[src/rtl/control_sequencer.sv]
// control_sequencer: SAP-1 controller-sequencer that maps the one-hot T-state and latched opcode to the control word.
module control_sequencer (
   input  logic        CLK,
   input  logic        CLR,
   input  logic [5:0]  state,
   input  logic [3:0]  ir_hi,
   output logic [11:0] con,
   output logic        HLT,
   output logic        FAULT,
   output logic [7:0]  instr_count
);
   localparam logic [11:0] NOP = 12'h3E3;
   logic [3:0] op_q;
   logic       hlt_q, fault_q;
   logic [7:0] cnt_q, cnt_d;
   logic       legal, run, is_lda, is_add, is_sub, is_out;
   assign legal  = ~|(state & (state - 6'd1));
   assign run    = ~hlt_q & ~fault_q;
   assign is_lda = op_q == 4'b0000;
   assign is_add = op_q == 4'b0001;
   assign is_sub = op_q == 4'b0010;
   assign is_out = op_q == 4'b1110;
   assign cnt_d  = cnt_q + 8'd1;
   assign HLT         = hlt_q;
   assign FAULT       = fault_q;
   assign instr_count = cnt_q;
   // CLR also forces NOP so the word is safe while the ring counter is still being cleared
   always_comb begin
      con = NOP;
      if (!CLR && run && legal)
         con = state[0] ? 12'h5E3 :
               state[1] ? 12'hBE3 :
               state[2] ? 12'h263 :
               state[3] ? ((is_lda | is_add | is_sub) ? 12'h1A3 : is_out ? 12'h3F2 : NOP) :
               state[4] ? (is_lda ? 12'h2C3 : (is_add | is_sub) ? 12'h2E1 : NOP) :
               state[5] ? (is_add ? 12'h3C7 : is_sub ? 12'h3CF : NOP) : NOP;
   end
   always_ff @(posedge CLK or posedge CLR) begin
      if (CLR) begin
         op_q    <= 4'b0000;
         hlt_q   <= 1'b0;
         fault_q <= 1'b0;
         cnt_q   <= 8'h00;
      end else begin
         if (!legal) fault_q <= 1'b1;
         else if (state == 6'b001000 && op_q == 4'b1111 && !fault_q) hlt_q <= 1'b1;
         if (state == 6'b000100 && run) op_q <= ir_hi;
         if (state == 6'b100000 && run) cnt_q <= cnt_d;
      end
   end
endmodule

[config.mk]
export PLATFORM = sky130hd
export DESIGN_NAME = control_sequencer
export DESIGN_NICKNAME = d
export VERILOG_FILES = /design/src/rtl/control_sequencer.sv
export SDC_FILE = /design/constraint.sdc
export NUM_CORES = 1
export LEC_CHECK = 0
export ABC_AREA = 1
export ABC_CLOCK_PERIOD_IN_PS = 1800
export CORE_UTILIZATION = 43
export DETAILED_ROUTE_END_ITERATION = 8
export DONT_BUFFER_PORTS = 1
export PLACE_DENSITY = 0.55
export SYNTH_ARGS = -nofsm -noshare
export SYNTH_HDL_FRONTEND = slang
export SYNTH_SLANG_ARGS = --single-unit
[constraint.sdc]
create_clock -name CLK -period 1.8 [get_ports CLK]
set_input_delay 0.45 -clock CLK [delete_from_list [all_inputs] [get_ports CLK]]
set_output_delay 0.45 -clock CLK [all_outputs]
set_load 0.02 [all_outputs]
==> results by group, run 1 <==
Status
  – Outcome: finished, violations left
  – Failing checks: negative setup slack

Synthesis
  – Synthesized netlist cell count: 148
  – Synthesized Nets: ~160
  – Register area share after synthesis: about a third
  – Fraction of registers with async set/reset: between 90% and 100%
  – Synth warnings: 0
  – Most used DFF post-synth: dfrtp_1
  – Post-synth EDFFs: 0
  – Synthesized area per cell: 6.789 µm²
  – Number of synthesized register bits: 14
  – Area contributors post-synth: dfrtp_1 35%, nand2_1 16%, inv_1 9.0%
  – Cell variety after synth: 24
  – Synth top area share: 34.87%
  – Cell type with the largest total area after synthesis: dfrtp_1
  – Area of the mapped netlist: 0.001005 mm²

Routing
  – Avg WL per Cell: 11.94 µm
  – Detailed Route WL: 2448 µm
  – 1st-pass router iterations: 2
  – Drt initial violations: 13
  – Vias per inst: 5.015
  – DRC viols: 0
  – ANT nets after route: 0
  – Via Count: 1028

Cells and area
  – Commonest non-fill, non-tap cell in the layout: nand2_1
  – Nets: 191
  – Fillers: between 200 and 250
  – Share of cells above drive strength 1: 31.64%
  – Finished Layout Cells: around 210
  – Synth-to-Final Area Change: 32.88%
  – Ant. Diodes: 0
  – Leading cell types in the layout, fill and taps excluded: 41 x nand2_1, 22 x inv_1, 22 x buf_4
  – Area of the multi-input gates: 600.6 µm²
  – Storage element area: 350.3 µm²
  – Final core utilization: around three fifths

Run
  – Max-cap violations: 0

Worst hold path
  – Hold crit path type: in2async

Die
  – # rows: 17
  – Die area: about 0.0025 mm²
  – Core outline area: about 0.0022 mm²
  – I/O pin total: 34
  – Initial Util: 45.42%
  – Die width: approximately 50 µm
  – Die H: between 50 and 60 µm

Clock tree
  – CTS sink cnt: 14
  – Number of CTS-inserted buffers: 3
  – CTS tree: built
  – CTS clk-pin slew, worst paths: approximately 0.090 ns
  – Worst-Skew Late Latency: 0.28 ns
  – Clk root buf: clkbuf_4
  – Cts hold-fix bufs: 0
  – CTS max path bufs: 2
  – CTS HTree Levels: 1

Global route
  – Global route total overflow: 0
  – Antenna violations before repair: 0
  – Global-route wire length before repair: approximately 4000 µm
  – Largest net degree at the start of global routing: 15
  – Via count of the first global-routing pass: between 900 and 1000
  – Tot GR Track Use: between 20% and 30%

STA
  – Final worst-path cycle share: 103.8%
  – Fin. max-slew vios: 0
  – Final Hold Vio Count: 0
  – Min Clock Period, post-route: around 1.9 ns
  – Worst-Margin Slew: around 0.55 ns
  – Layout Skew: 0.004180 ns
  – Final setup viols: 12
  – FMAX: between 0.5 and 0.6 GHz
  – Max-slew headroom: a little under two thirds
  – RSZ-0062 raised after global routing: yes
  – Fin worst setup slack: -0.06896 ns

Critical path
  – Setup Crit Path Kind: reg2out
  – Crit path DAT: ~1.4 ns
  – Setup crit end kind: output pin
  – Required @ worst endpoint: 1.35 ns
  – CP Launch Type: register
  – Largest fanout on the critical path: 6

Place
  – Placer Congestion: around 0.86
  – Hpwl dp: approximately 1800 µm
  – Buffers on Ports: 0
  – Placed insts: 190
  – Setup WS pre-CTS: -0.01599 ns

Power and ir drop
  – Maximum vdd drop: between 0.3 and 0.4 mV
  – Pleak: around 0.71 nW
  – Power Density: between 400 and 500 mW/mm²
## cell type report
cell class	count	area share (%)
Sequential cell	14	26.24
Timing Repair Buffer	26	16.40
Tap cell	28	2.624
Clock buffer	4	2.718
Multi-Input combinational cell	108	44.99
Inverter	25	7.029
## stage by stage
stage	area (µm²)	hold slack [ns]	setup TNS (ns)	total power, mW
floorplan	1010	0.3392	0	0.3626
global placement	1152	0.4134	0	0.3744
detailed placement	1152	0.4162	-0.02041	0.3749
CTS	1287	0.1090	-0.7195	0.6039
global route	1335	0.1394	-1.463	0.6252
finish	1335	0.09170	-0.5245	0.5996
## sequential cells by signal (all words and copies together), names as in the netlist
name         cells
op_q             4
HLT              1
FAULT            1
instr_count      8
## Yosys cell counts, drive strengths merged, types with 2 or more instances
library cell  count
nand4            12
dfrtp            14
xor2              2
nor2             23
o21ai             5
nand3b            2
nand3             6
nor3              2
nand2            50
a21oi             3
inv              25
## routing by layer
layer	global-route usage, %	vias up	wire [µm]	part of all wire [%]
li1	-	530	-	-
met1	24.01	466	1017	42
met2	36.89	27	1251	51
met3	4.848	5	138	5.6
met4	9.722	0	40	1.6
met5	0	-	0	0
## report_power, final
| part | switching [mW] | internal, mW |
|---|---|---|
| combinational | 0.0384 | 0.0172 |
| clock | 0.105 | 0.123 |
| sequential | 0.00102 | 0.315 |
## logic make-up after synthesis
group	synth area share (%)
buf+inv	9.838
xor+xnor	2.616
compound gates	5.106
fa+ha+maj	1.245
simple gates	46.32
flops	34.87
## timing repair
action | CTS | global route
resized for setup | 11 | 4
buffers inserted | 6 | 5
pin swaps | 7 | 10
endpoints found under the setup margin | 12 | 12
## worst paths after layout
check,from,to,slack [ns],cells after the start
min reg2reg,FAULT,FAULT,0.51,2
min,CLR,instr_count[5],0.09,1
max,FAULT,con[3],-0.07,7
min in group CLK,ir_hi[3],op_q[3],0.30,2
max reg2reg,FAULT,instr_count[4],0.36,8
max in group asynchronous,CLR,HLT,1.35,1
## critical path: stages, from the launching register on
cell and delay [ns]:
dfrtp_1 0.39, inv_2 0.07, nand2_2 0.06, nor2_1 0.08
buf_4 0.15, nand4_1 0.12, nor2_1 0.12, buf_4 0.15
Power figures use the tool's default switching activity.
==> run 2, diff against run 1 <==
--- a/config.mk
+++ b/config.mk
@@ -5,12 +5,11 @@
 export SDC_FILE = /design/constraint.sdc
 export NUM_CORES = 1
 export LEC_CHECK = 0
-export ABC_AREA = 1
 export ABC_CLOCK_PERIOD_IN_PS = 1800
-export CORE_UTILIZATION = 43
+export CORE_UTILIZATION = 60
 export DETAILED_ROUTE_END_ITERATION = 8
 export DONT_BUFFER_PORTS = 1
-export PLACE_DENSITY = 0.55
+export PLACE_DENSITY = 0.73
 export SYNTH_ARGS = -nofsm -noshare
 export SYNTH_HDL_FRONTEND = slang
 export SYNTH_SLANG_ARGS = --single-unit
==> results by group, run 2 <==
Status
  – Outcome: finished, violations left
  – Failing checks: negative setup slack

Synthesis
  – Post-synth EDFFs: 0
  – Most used DFF post-synth: dfrtp_1
  – Synthesized area per cell: approximately 10 µm²
  – Area contributors post-synth: dfrtp_1 41%, mux2_2 6.5%, xnor2_1 6.1%
  – Synthesized Nets: between 90 and 100
  – Register area share after synthesis: 40.52%
  – Top cells by count, synth: 14 x dfrtp_1, 8 x nand4_1, 7 x nand2_1
  – Count leader, synth: dfrtp_1
  – Fraction of registers with async set/reset: 100.0%
  – Synth top area share: roughly 41%
  – Cell type with the largest total area after synthesis: dfrtp_1
  – Number of synthesized register bits: 14
  – Synth warnings: 0
  – Area of the mapped netlist: a little under 900 µm²
  – Cell variety after synth: 34
  – Synthesized netlist cell count: 86

Cells and area
  – Share of cells above drive strength 1: around two fifths
  – Final core utilization: 85.94%
  – Nets: 121
  – Fillers: slightly below 80
  – Storage element area: between 300 and 400 µm²
  – Ant. Diodes: 0
  – Leading cell types in the layout, fill and taps excluded: 19 x buf_4, 13 x dfrtp_1, 8 x nand4_1
  – Commonest non-fill, non-tap cell in the layout: buf_4
  – Synth-to-Final Area Change: 30.97%
  – Max reg flops: 8
  – Area of the multi-input gates: 579.3 µm²

Place
  – Buffers on Ports: 0
  – Hpwl dp: between 1500 and 2000 µm
  – Placer Congestion: 0.8483

STA
  – FMAX: approximately 0.47 GHz
  – RSZ-0062 raised after global routing: yes
  – Final Hold Vio Count: 0
  – Final setup viols: 12
  – Fin worst setup slack: -0.3179 ns
  – Worst-Margin Slew: about 0.4 ns
  – Fin. max-slew vios: 0
  – Final worst-path cycle share: 117.7%
  – Max-slew headroom: between 70% and 80%
  – Min Clock Period, post-route: roughly 2.1 ns
  – Layout Skew: 0.01330 ns
  – Setup TNS: -2.820 ns

Global route
  – Global route total overflow: 0
  – Global-route wire length before repair: 2994 µm
  – Tot GR Track Use: 30.15%
  – Largest net degree at the start of global routing: 15
  – Via count of the first global-routing pass: 674
  – Antenna violations before repair: 0

Critical path
  – Largest fanout on the critical path: 6
  – CP top delay family: compound AO/OA/AOI/OAI gates
  – Crit path DAT: between 1.5 and 2 ns
  – Max incr delay on CP: approximately 0.31 ns
  – Setup Crit Path Kind: in2out
  – Crit-path slowest cell: maj3_2
  – Bufs and invs on worst path: 1
  – Required @ worst endpoint: roughly 1.4 ns
  – Worst-path cell chain: maj3_2, o31a_1, a211oi_4, nand4_1, buf_4
  – CP Launch Type: input pin
  – Setup crit end kind: output pin

Clock tree
  – Number of CTS-inserted buffers: 3
  – CTS clk-pin slew, worst paths: 0.09 ns
  – CTS HTree Levels: 1
  – Clk root buf: clkbuf_4
  – CTS tree: built
  – CTS sink cnt: 14
  – CTS max path bufs: 2
  – Worst-Skew Late Latency: approximately 0.28 ns

Power and ir drop
  – Maximum vdd drop: roughly 0.55 mV
  – Power Density: between 500 and 600 mW/mm²
  – Pleak: roughly 0.48 nW

Die
  – Die width: between 30 and 40 µm
  – Die H: between 30 and 40 µm
  – Core outline area: 0.001318 mm²
  – # rows: 13
  – I/O pin total: 34
  – Die area: approximately 0.0016 mm²
  – Initial Util: between 60% and 70%

Run
  – Max-cap violations: 0

Routing
  – Vias per inst: around 6.5
  – Via Count: 787
  – Avg WL per Cell: approximately 18 µm
  – DRC viols: 0
  – Detailed Route WL: around 2200 µm
  – 1st-pass router iterations: 4
  – ANT nets after route: 0
  – Drt initial violations: 18

Worst hold path
  – Hold crit path type: in2async
[run 2: logic make-up (layout without fill, tap and decap cells)]
logic type      after synthesis  count (layout)  share of synthesized area (%)
xor+xnor                      8               8                          8.105
simple gates                 44              44                          31.26
fa+ha+maj                     2               2                          2.605
mux                           5               5                          6.512
flops                        14              14                          40.52
compound gates               10              10                          9.553
buf+inv                       3              24                          1.446
[run 2: cell type report]
type | instances | area share, %
clock buffers | 4 | 3.204
inverters | 1 | 0.3315
multi-input cells | 69 | 51.16
flip-flops and latches | 14 | 31.05
well taps | 15 | 1.657
repair buffers | 19 | 12.60
[run 2: final timing paths]
check / from / to / slack (ns) / cells past startpoint
min in group CLK: ir_hi[2] / op_q[2] / 0.32 / 1
worst max register to register: HLT / instr_count[4] / 0.30 / 5
max in group asynchronous: CLR / op_q[0] / 1.54 / 2
worst min register to register: op_q[0] / op_q[0] / 0.63 / 1
worst max-delay path: state[5] / con[1] / -0.32 / 5
worst min-delay path: CLR / instr_count[7] / 0.06 / 2
[run 2: per-stage QoR]
stage | std cells | setup WS, ns | power (mW) | instance area, µm² | hold WS, ns
finish | 122 | -0.3179 | 0.5872 | 1132 | 0.06063
CTS | 122 | -0.2412 | 0.5930 | 1127 | 0.06088
floorplan | 86 | -0.3769 | 0.3600 | 933.4 | 0.3472
detailed placement | 117 | -0.3394 | 0.3652 | 1059 | 0.3722
global route | 122 | -0.3870 | 0.6049 | 1132 | 0.08346
global placement | 117 | -0.2924 | 0.3643 | 1059 | 0.3686
[run 2: metal layers]
| layer | up-vias | global-route usage, % | wire, µm |
|---|---|---|---|
| met2 | 36 | 54.44 | 1192 |
| met4 | 0 | 13.79 | 46 |
| met3 | 6 | 8.333 | 130 |
| li1 | 370 | - | - |
| met1 | 375 | 32.03 | 857 |
| met5 | - | 0 | 0 |
[run 2: worst reg2reg max path, cell delays in order (launching register included)]
cell and delay [ns]:
dfrtp_1 0.43, buf_4 0.19, nor4_4 0.26, buf_4 0.20, nand4_1 0.14, xnor2_1 0.17
[run 2: power breakdown]
part	internal [mW]	switching (mW)	total, mW
clock network	0.123	0.0990	0.222
logic	0.0241	0.0255	0.0495
registers	0.315	0.000955	0.316
total	0.462	0.125	0.587
[run 2: what timing repair did]
| action | CTS | global route |
|---|---|---|
| endpoints found under the setup margin | 12 | 12 |
| hold buffers | 0 | 0 |
| pin swaps | 3 | 1 |
| buffers inserted | 1 | 0 |
| endpoints found under the hold margin | 0 | 0 |
| gates cloned | 0 | 0 |
| gates resized for setup | 5 | 1 |
==> run 3, diff against run 2 <==
--- a/config.mk
+++ b/config.mk
@@ -10,6 +10,7 @@
 export DETAILED_ROUTE_END_ITERATION = 8
 export DONT_BUFFER_PORTS = 1
 export PLACE_DENSITY = 0.73
+export SETUP_SLACK_MARGIN = 0.5
 export SYNTH_ARGS = -nofsm -noshare
 export SYNTH_HDL_FRONTEND = slang
 export SYNTH_SLANG_ARGS = --single-unit
==> results by group, run 3 <==
Status
  – Outcome: aborted with a tool error
  – Fail Step: clock tree synthesis (4_1_cts)
  – Error message: [ERROR DPL-0033] detailed placement checks failed during check placement.

Synthesis
  – Top cells by count, synth: 14 x dfrtp_1, 8 x nand4_1, 7 x nand2_1
  – Most used DFF post-synth: dfrtp_1
  – Post-synth EDFFs: 0
  – Synth top area share: 40.52%
  – Cell variety after synth: 34
  – Area contributors post-synth: dfrtp_1 41%, mux2_2 6.5%, xnor2_1 6.1%
  – Fraction of registers with async set/reset: 100.0%
  – Register area share after synthesis: just over 40%
  – Synthesized Nets: between 90 and 100
  – Count leader, synth: dfrtp_1
  – Area of the mapped netlist: ~860 µm²
  – Synthesized netlist cell count: 86
  – Cell type with the largest total area after synthesis: dfrtp_1
  – Synthesized area per cell: around 10 µm²
  – Synth warnings: 0
  – Number of synthesized register bits: 14

Clock tree
  – Clk root buf: clkbuf_4
  – CTS sink cnt: 14
  – CTS HTree Levels: 1
  – CTS max path bufs: 2
  – Number of CTS-inserted buffers: 3
  – CTS resizes: 29
  – Post-CTS Setup Repair Bufs: 7
  – Cts hold-fix bufs: 0

Place
  – Placed insts: between 100 and 150
  – Buffers on Ports: 0
  – Placer Congestion: about 0.9
  – Setup WS pre-CTS: -0.3424 ns
  – Hpwl dp: between 1500 and 2000 µm

Die
  – I/O pin total: 34
  – Initial Util: roughly 66%
  – Die width: about 40 µm
  – Die H: about 40 µm
  – # rows: 13
-- run 3: cell counts after synthesis --
Identical to the previous run, type by type.
-- run 3: kinds of logic after synthesis --
logic type | count (synthesis) | synth area share (%)
AOI/OAI and AO/OA | 10 | 9.553
xor gates and xnor gates | 8 | 8.105
adders and majority gates | 2 | 2.605
buffers and inverters | 3 | 1.446
DFF | 14 | 40.52
muxes | 5 | 6.512
and+or+nand+nor | 44 | 31.26
-- run 3: metrics by stage --
| step | area [µm²] | hold slack (ns) |
|---|---|---|
| detailed placement | 1074 | 0.3795 |
| floorplan | 933.4 | 0.3472 |
| global placement | 1074 | 0.3678 |
==> run 4, diff against run 3 <==
--- a/config.mk
+++ b/config.mk
@@ -6,11 +6,11 @@
 export NUM_CORES = 1
 export LEC_CHECK = 0
 export ABC_CLOCK_PERIOD_IN_PS = 1800
-export CORE_UTILIZATION = 60
+export CORE_AREA = 2 2 63 65
 export DETAILED_ROUTE_END_ITERATION = 8
+export DIE_AREA = 0 0 65 67
 export DONT_BUFFER_PORTS = 1
-export PLACE_DENSITY = 0.73
-export SETUP_SLACK_MARGIN = 0.5
+export PLACE_DENSITY_LB_ADDON = 0.15
 export SYNTH_ARGS = -nofsm -noshare
 export SYNTH_HDL_FRONTEND = slang
 export SYNTH_SLANG_ARGS = --single-unit
==> results by group, run 4 (synthesis gave the netlist of run 2 again) <==
Die
  – Core outline area: between 0.003 and 0.004 mm²
  – Die H: 67 µm
  – Die width: 65 µm
  – Initial Util: a little under a quarter
  – # rows: 22
  – Die area: between 0.004 and 0.005 mm²
  – I/O pin total: 34

STA
  – Min Clock Period, post-route: around 2.0 ns
  – Fin. max-slew vios: 0
  – Final worst-path cycle share: 112.2%
  – FMAX: 0.4950 GHz
  – Final Hold Vio Count: 0
  – Final setup viols: 12
  – RSZ-0062 raised after global routing: yes
  – Fin worst setup slack: -0.2200 ns
  – Max-slew headroom: 77.10%
  – Worst-Margin Slew: ~0.34 ns
  – Layout Skew: ~0.0026 ns

Critical path
  – Setup crit end kind: output pin
  – Reg2Reg Setup Slack: around 0.37 ns
  – Worst r2r src: HLT
  – CP Launch Type: input pin
  – Setup Crit Path Kind: in2out
  – Required @ worst endpoint: between 1 and 1.5 ns
  – Crit path DAT: between 1.5 and 2 ns
  – R2R cell count: 4
  – Critical register-to-register path endpoint: instr_count[1]
  – Largest fanout on the critical path: 7

Global route
  – Global route total overflow: 0
  – Via count of the first global-routing pass: a little over 800
  – Antenna violations before repair: 0
  – Largest net degree at the start of global routing: 15
  – Global-route wire length before repair: around 4000 µm
  – Tot GR Track Use: approximately an eighth

Status
  – Failing checks: negative setup slack
  – Outcome: finished, violations left

Clock tree
  – CTS max path bufs: 2
  – Cts hold-fix bufs: 0
  – Clk root buf: clkbuf_8
  – Worst-Skew Late Latency: between 0.2 and 0.25 ns
  – CTS HTree Levels: 1
  – CTS tree: built
  – CTS sink cnt: 14
  – CTS clk-pin slew, worst paths: ~0.06 ns
  – Number of CTS-inserted buffers: 3

Cells and area
  – Synth-to-Final Area Change: 46.02%
  – Leading cell types in the layout, fill and taps excluded: 22 x buf_4, 14 x dfrtp_1, 8 x nand4_1
  – Final core utilization: around a third
  – Fillers: 369
  – Ant. Diodes: 0
  – Share of cells above drive strength 1: between 40 and 50%
  – Max reg flops: 8
  – Nets: 127
  – Commonest non-fill, non-tap cell in the layout: buf_4

Place
  – Placer Congestion: between 0.7 and 0.8
  – Hpwl dp: approximately 1800 µm
  – Buffers on Ports: 0

Routing
  – Drt initial violations: 70
  – Via Count: 760
  – 1st-pass router iterations: 3
  – Avg WL per Cell: about 14 µm
  – Detailed Route WL: roughly 2300 µm
  – DRC viols: 0
  – Vias per inst: 4.720
  – ANT nets after route: 0

Power and ir drop
  – Final Power: slightly below 700 µW
  – Maximum vdd drop: 0.2339 mV
  – Power Density: 532.6 mW/mm²
  – Pleak: 0.5284 nW

Run
  – Max-cap violations: 0

Worst hold path
  – Hold crit path type: in2async
[run 4: how the worst max path moves through the flow]
stage / from / end
after detailed placement: state[5] / con[5]
final: state[3] / con[1]
after global placement: state[5] / con[5]
after floorplan: state[4] / con[1]
after CTS: state[3] / con[1]
after global routing: state[3] / con[1]
[run 4: timing repair]
action | 4_1_cts | 5_1_grt
gates resized for setup | 6 | 5
gates cloned | 0 | 0
setup endpoints to repair | 12 | 13
setup buffers | 2 | 1
pin swaps | 8 | 3
[run 4: power breakdown]
part	leakage [nW]	switching (mW)	total [mW]	internal (mW)
Combinational	0.309	0.0274	0.0567	0.0293
Sequential	0.190	0.000837	0.316	0.315
Clock	0.0288	0.106	0.300	0.193
[run 4: cell type report]
cell class	instances	area (µm²)	share of cell area, %
multi-input combinational	69	594.3	47.08
sequential	14	350.3	27.75
timing repair buffer	25	198.9	15.76
tap	48	60.06	4.757
clock buffer	4	55.05	4.361
inverter	1	3.754	0.2973
[run 4: stage by stage]
stage	instance area (µm²)	hold WS, ns	setup WS (ns)	TNS [ns]	instances
after floorplan	933.4	0.3472	-0.3769	-3.045	86
after global placement	1130	0.3796	-0.3060	-2.736	154
after detailed placement	1130	0.3816	-0.3082	-2.808	154
after CTS	1226	0.1174	-0.2643	-2.325	160
after global routing	1262	0.1348	-0.2916	-2.657	161
final	1262	0.1225	-0.2200	-1.933	161
[run 4: critical path, cell delays in order]
cell and delay [ns]:
maj3_2 0.30, o31a_1 0.27, a211oi_2 0.14, buf_4 0.16, nand4_1 0.07, buf_4 0.17
[run 4: metal layers]
| metal | wire (µm) | share of wire, % | GRT usage, % |
|---|---|---|---|
| met5 | 0 | 0 | 0 |
| met3 | 133 | 5.8 | 3.716 |
| met2 | 1143 | 50 | 19.85 |
| met1 | 1003 | 44 | 13.93 |
| met4 | 23 | 1.0 | 5.585 |
